## src/rtl/router_reg_pkt.sv

```systemverilog
// rtl/router_reg_pkt.sv - router datapath register block: header capture, byte steering,
// holding buffer for stalled bytes, integrity/length/overflow checks.
module router_reg_pkt #(
  parameter int DATA_W      = 8,
  parameter int ADDR_W      = 2,
  parameter int HOLD_DEPTH  = 2,
  parameter int PARITY_MODE = 0,
  localparam int CW         = $clog2(HOLD_DEPTH + 1)
) (
  input  logic              clock,
  input  logic              resetn,
  input  logic              pkt_valid,
  input  logic [DATA_W-1:0] data_in,
  input  logic              fifo_full,
  input  logic              detect_add,
  input  logic              lfd_state,
  input  logic              ld_state,
  input  logic              laf_state,
  input  logic              full_state,
  input  logic              rst_int_reg,
  output logic [DATA_W-1:0] dout,
  output logic              parity_done,
  output logic              low_packet_valid,
  output logic              error,
  output logic              len_err,
  output logic              ovf_err,
  output logic              hold_empty,
  output logic [CW-1:0]     hold_count
);

  localparam int LW = DATA_W - ADDR_W;
  localparam int PW = (HOLD_DEPTH > 1) ? $clog2(HOLD_DEPTH) : 1;

  function automatic logic [PW-1:0] ptr_inc(input logic [PW-1:0] p);
    if (p == PW'(HOLD_DEPTH - 1)) return '0;
    return p + PW'(1);
  endfunction

  function automatic logic [DATA_W-1:0] combine(input logic [DATA_W-1:0] a,
                                                input logic [DATA_W-1:0] b);
    if (PARITY_MODE == 1) return a + b;
    return a ^ b;
  endfunction

  logic [DATA_W-1:0] header_q, header_d;
  logic [DATA_W-1:0] dout_q, dout_d;
  logic [DATA_W-1:0] acc_q, acc_d;
  logic [DATA_W-1:0] ext_q, ext_d;
  logic [LW-1:0]     cnt_q, cnt_d;
  logic              pd_q, pd_d;
  logic              lpv_q, lpv_d;
  logic              err_q, err_d;
  logic              len_q, len_d;
  logic              ovf_q, ovf_d;
  logic [DATA_W-1:0] hold_q [HOLD_DEPTH];
  logic [DATA_W-1:0] hold_d [HOLD_DEPTH];
  logic [PW-1:0]     wr_ptr_q, wr_ptr_d;
  logic [PW-1:0]     rd_ptr_q, rd_ptr_d;
  logic [CW-1:0]     hcnt_q, hcnt_d;

  logic st_dec, st_lfd, st_ld, st_laf;
  logic hold_full, accept;

  // full_state freezes the datapath; remaining state inputs resolve by priority.
  assign st_dec = detect_add & ~full_state;
  assign st_lfd = lfd_state & ~detect_add & ~full_state;
  assign st_ld  = ld_state & ~lfd_state & ~detect_add & ~full_state;
  assign st_laf = laf_state & ~ld_state & ~lfd_state & ~detect_add & ~full_state;

  assign hold_full = (hcnt_q == CW'(HOLD_DEPTH));
  assign accept    = ~fifo_full | ~hold_full;

  always_comb begin
    header_d = header_q;
    dout_d   = dout_q;
    acc_d    = acc_q;
    ext_d    = ext_q;
    cnt_d    = cnt_q;
    pd_d     = pd_q;
    lpv_d    = lpv_q;
    len_d    = len_q;
    ovf_d    = ovf_q;
    hold_d   = hold_q;
    wr_ptr_d = wr_ptr_q;
    rd_ptr_d = rd_ptr_q;
    hcnt_d   = hcnt_q;
    err_d    = pd_q & (acc_q != ext_q);

    if (st_dec) begin
      acc_d    = '0;
      ext_d    = '0;
      cnt_d    = '0;
      pd_d     = 1'b0;
      len_d    = 1'b0;
      ovf_d    = 1'b0;
      hcnt_d   = '0;
      wr_ptr_d = '0;
      rd_ptr_d = '0;
      if (pkt_valid && (data_in[ADDR_W-1:0] != '1)) header_d = data_in;
    end else if (st_lfd) begin
      dout_d = header_q;
      acc_d  = header_q;
    end else if (st_ld) begin
      if (!fifo_full) begin
        dout_d = data_in;
      end else if (!hold_full) begin
        hold_d[wr_ptr_q] = data_in;
        wr_ptr_d         = ptr_inc(wr_ptr_q);
        hcnt_d           = hcnt_q + CW'(1);
      end else begin
        ovf_d = 1'b1;
      end
      if (accept) begin
        if (pkt_valid) begin
          acc_d = combine(acc_q, data_in);
          if (cnt_q != '1) cnt_d = cnt_q + LW'(1);
        end else begin
          ext_d = data_in;
          pd_d  = 1'b1;
          len_d = (cnt_q != header_q[DATA_W-1:ADDR_W]);
        end
      end
    end else if (st_laf) begin
      if (!fifo_full && (hcnt_q != '0)) begin
        dout_d   = hold_q[rd_ptr_q];
        rd_ptr_d = ptr_inc(rd_ptr_q);
        hcnt_d   = hcnt_q - CW'(1);
      end
    end

    if (rst_int_reg) lpv_d = 1'b0;
    else if (st_ld && !pkt_valid) lpv_d = 1'b1;
  end

  always_ff @(posedge clock or negedge resetn) begin
    if (!resetn) begin
      header_q <= '0;
      dout_q   <= '0;
      acc_q    <= '0;
      ext_q    <= '0;
      cnt_q    <= '0;
      pd_q     <= 1'b0;
      lpv_q    <= 1'b0;
      err_q    <= 1'b0;
      len_q    <= 1'b0;
      ovf_q    <= 1'b0;
      for (int i = 0; i < HOLD_DEPTH; i++) hold_q[i] <= '0;
      wr_ptr_q <= '0;
      rd_ptr_q <= '0;
      hcnt_q   <= '0;
    end else begin
      header_q <= header_d;
      dout_q   <= dout_d;
      acc_q    <= acc_d;
      ext_q    <= ext_d;
      cnt_q    <= cnt_d;
      pd_q     <= pd_d;
      lpv_q    <= lpv_d;
      err_q    <= err_d;
      len_q    <= len_d;
      ovf_q    <= ovf_d;
      hold_q   <= hold_d;
      wr_ptr_q <= wr_ptr_d;
      rd_ptr_q <= rd_ptr_d;
      hcnt_q   <= hcnt_d;
    end
  end

  assign dout             = dout_q;
  assign parity_done      = pd_q;
  assign low_packet_valid = lpv_q;
  assign error            = err_q;
  assign len_err          = len_q;
  assign ovf_err          = ovf_q;
  assign hold_count       = hcnt_q;
  assign hold_empty       = (hcnt_q == '0);

endmodule
```

## config.mk

```make
export PLATFORM = sky130hd
export DESIGN_NAME = router_reg_pkt
export DESIGN_NICKNAME = d
export VERILOG_FILES = /design/src/rtl/router_reg_pkt.sv
export SDC_FILE = /design/constraint.sdc
export NUM_CORES = 1
export LEC_CHECK = 0
export CAP_MARGIN = 20
export CORE_MARGIN = 3
export CORE_UTILIZATION = 49
export CTS_CLUSTER_DIAMETER = 120
export DETAILED_ROUTE_END_ITERATION = 8
export DONT_BUFFER_PORTS = 1
export HOLD_SLACK_MARGIN = 0.06
export PLACE_DENSITY_LB_ADDON = 0.2
export SETUP_SLACK_MARGIN = 0.1
export SYNTH_ARGS = -nofsm -noshare
export SYNTH_HDL_FRONTEND = slang
export SYNTH_SLANG_ARGS = --single-unit
```

## constraint.sdc

```tcl
create_clock -name clock -period 2.3 [get_ports clock]
set_clock_uncertainty 0.1 [all_clocks]
set_input_delay 0.46 -clock clock [delete_from_list [all_inputs] [get_ports clock]]
set_output_delay 0.46 -clock clock [all_outputs]
set_load 0.005 [all_outputs]
```

==> results.md <==
* Status: finished, final reports clean
* Residual DRC at 0
* Net count, final at 328
* Final WL at 7.40 mm
* Cell Pwr Density at 819 nW/um^2
* Reg2reg setup slack at 440 ps
* WL/cell at 19.0 um
* CTS tree: built
* Count of warnings emitted by yosys at 0
* Syn nets at 323
* Multi-input gate area at 1520 um^2
* Cell taking the most area after synthesis: dfrtp_1
* 1st-pass router iterations at 4
* Max transition margin at 52.1%
* PnR worst setup slack at 437 ps
* Synth area leaders: dfrtp_1 50%, mux2_2 8.5%, nand2_1 5.7%
* Minimum clock period at 1860 ps
* Vias in the first global route at 2237
* Antenna viol nets, final at 0
* Hold buffers post-CTS at 2
* Largest family of logic cells by synthesized area: simple AND/OR/NAND/NOR gates
* Initial antenna violation count at 0
* Via-per-instance ratio at 5.91
* EDFF count, synth at 0
* DRT iter0 DRCs at 155
* Worst Setup SP: hold_count[0]$_DFFE_PN0P_
* Area of the die at 7500 um^2
* Worst vdd ir at 545 uV
* Post-CTS setup repair buffer count at 0
* Arr. time, crit path at 2000 ps
* Slew @ Worst Pin at 713 ps
* Worst reg2reg endpoint: acc_q[3]$_DFFE_PN0P_
* Row count at 28
* Global-route wire length before repair at 12.1 mm
* N_diodes at 0
* Data required, critical path at 2430 ps
* Final Hold Fails at 0
* Compound-gate portion of the synthesized area at 13.4%
* Final instance area at 3530 um^2
* Seq/Total Area, Yosys at 49.5%
* Synth Cell Area at 3180 um^2
* Top-count cell post-synth: dfrtp_1
* Worst-path clk slew at 70 ps
* CP Capture Point: acc_q[3]$_DFFE_PN0P_
* Asr flop ratio synth at 100%
* IO Count at 34
* Clk sinks at 63
* Fraction of layout cells with a size suffix above 1 at 19.7%
* Critical path capture point type: register
* Synth Register Bits at 63
* Post-synthesis xor/xnor area fraction at 4.13%
* Die Y at 86.6 um
* Max frequency at 537 MHz
* Reg-to-reg critical path startpoint: hold_count[0]$_DFFE_PN0P_
* Post-cts sizing count at 0
* Setup TNS at 0 ps
* Startpoint types: register
* Dominant synthesized flop cell: dfrtp_1
* Syn_area_per_cell at 10.5 um^2
* Worst skew pair latency at 340 ps
* Fillers at 550
* Area grow syn2layout at 10.9%
* Worst slack, placed at 358 ps
* Slew Limit Fails at 0
* Post-synthesis cell count at 304
* Final Cycle Share at 81.0%
* Grt ovf at 0
* Setup-failing EPs final at 0
* H-tree levels at 3
* Placed Area at 3260 um^2
* Critical setup path kind: reg2reg
* Pleak at 1.56 nW
* Synth unique cells at 46
* Max FO, Critical Path at 10
* Unrepaired setup endpoints after global routing: no
* Worst reg-to-reg path cell count at 4
* Port Buf Inserts at 0
* Vias at 2300
* Width of the die at 86.6 um
* Simple-gate area share of the yosys netlist at 17.4%
* Area share of fa/ha/maj cells after synthesis at 0.393%
* Total CTS buffers at 9
* Tot Pwr at 2.89 mW
* Placer Congestion at 0.792
* Class of the worst hold path: in2reg
* CTS root buffer: clkbuf_8
* Post-DP HPWL at 4.96 mm
* Register area at 1580 um^2
* Largest net degree at the start of global routing at 64
* Core ar. at 6100 um^2
* Yosys top cell area share at 49.5%
* GRT Total Usage at 21.4%
* Mux contribution to synthesized area at 12.0%
* Commonest cells post-synth: 63 x dfrtp_1, 48 x nand2_1, 24 x mux2_2, 20 x nor2_1, 14 x o21ai_0
* Max Cap Violations at 0
* Maximum clock path buffer count at 2
* Initial cell density of the core at 52.2%
[registers in the layout, summed over array words and instances, names as in the netlist]
signal,cells
hold_q,16
acc_q,8
dout,8
ext_q,8
header_q,8
cnt_q,6
hold_count,2
error,1
len_err,1
low_packet_valid,1
ovf_err,1
parity_done,1
rd_ptr_q,1
wr_ptr_q,1
[power breakdown]
part	switching (mW)	internal, mW
registers	0.142	1.26
clock network	0.438	0.640
logic	0.189	0.221
[final cells by class]
class | count | area share [%]
clock buffers | 11 | 4.01
clock inverters | 5 | 2.30
inverters | 3 | 0.319
multi-input cells | 221 | 43.0
flip-flops and latches | 63 | 44.7
well taps | 75 | 2.66
repair buffers | 11 | 3.05
[through the flow]
step                      cells  hold slack, ps  util [%]
after CTS                   388            67.5      57.7
after detailed placement    370            66.2      53.5
after global placement      370            66.4      53.5
final                       389             138      57.9
after floorplan             304            64.4         -
after global routing        389             130      57.9
[placed cells by master, fill, tap and decap left out, types with 3 or more instances in the layout]
cell type	n
nand3b_1	10
a31o_2	8
xor2_1	10
mux2i_1	11
o211ai_1	8
clkbuf_8	10
xnor2_1	5
nand3_1	7
dfrtp_1	63
nand4_1	5
a21oi_1	11
inv_1	3
nand2_1	48
nor2_1	20
buf_4	8
nor4_1	3
mux2_2	24
a31oi_1	8
o21ai_0	14
[layer usage]
| metal | up-vias | part of all wire [%] | GRT usage, % |
|---|---|---|---|
| met3 | 7 | 7.9 | 6.94 |
| met2 | 64 | 45 | 31.8 |
| met4 | 0 | 1.0 | 5.52 |
| met5 | - | 0 | 0 |
| li1 | 1105 | - | - |
| met1 | 1124 | 46 | 30.3 |
[critical path, stage by stage, from the launching register on]
cell      delay [ps]
dfrtp_1          520
nand3b_1         330
and4_1           460
nand2_1          100
a31o_2           250
[how the worst min path moves through the flow]
stage                start                           end  slack [ps]  cells after the start
2_1_floorplan       resetn          acc_q[0]$_DFFE_PN0P_          60                      0
4_1_cts        rst_int_reg  low_packet_valid$_DFFE_PN0P_          70                      1
3_3_place_gp        resetn     hold_count[1]$_DFFE_PN0P_          70                      0
5_1_grt         data_in[2]          ext_q[2]$_DFFE_PN0P_         130                      2
6_report        data_in[6]          ext_q[6]$_DFFE_PN0P_         140                      2
3_5_place_dp        resetn     hold_count[1]$_DFFE_PN0P_          70                      0
[cell families (layout without fill, tap and decap cells)]
kind of cell             Yosys count  in the layout
AO/OA/AOI/OAI                     61             61
XOR/XNOR                          15             15
AND/OR/NAND/NOR                  109            109
buffers and inverters             20             30
multiplexers                      35             35
adder cells (fa/ha/maj)            1              1
flip-flops                        63             63
(Power assumes the default switching activity.)
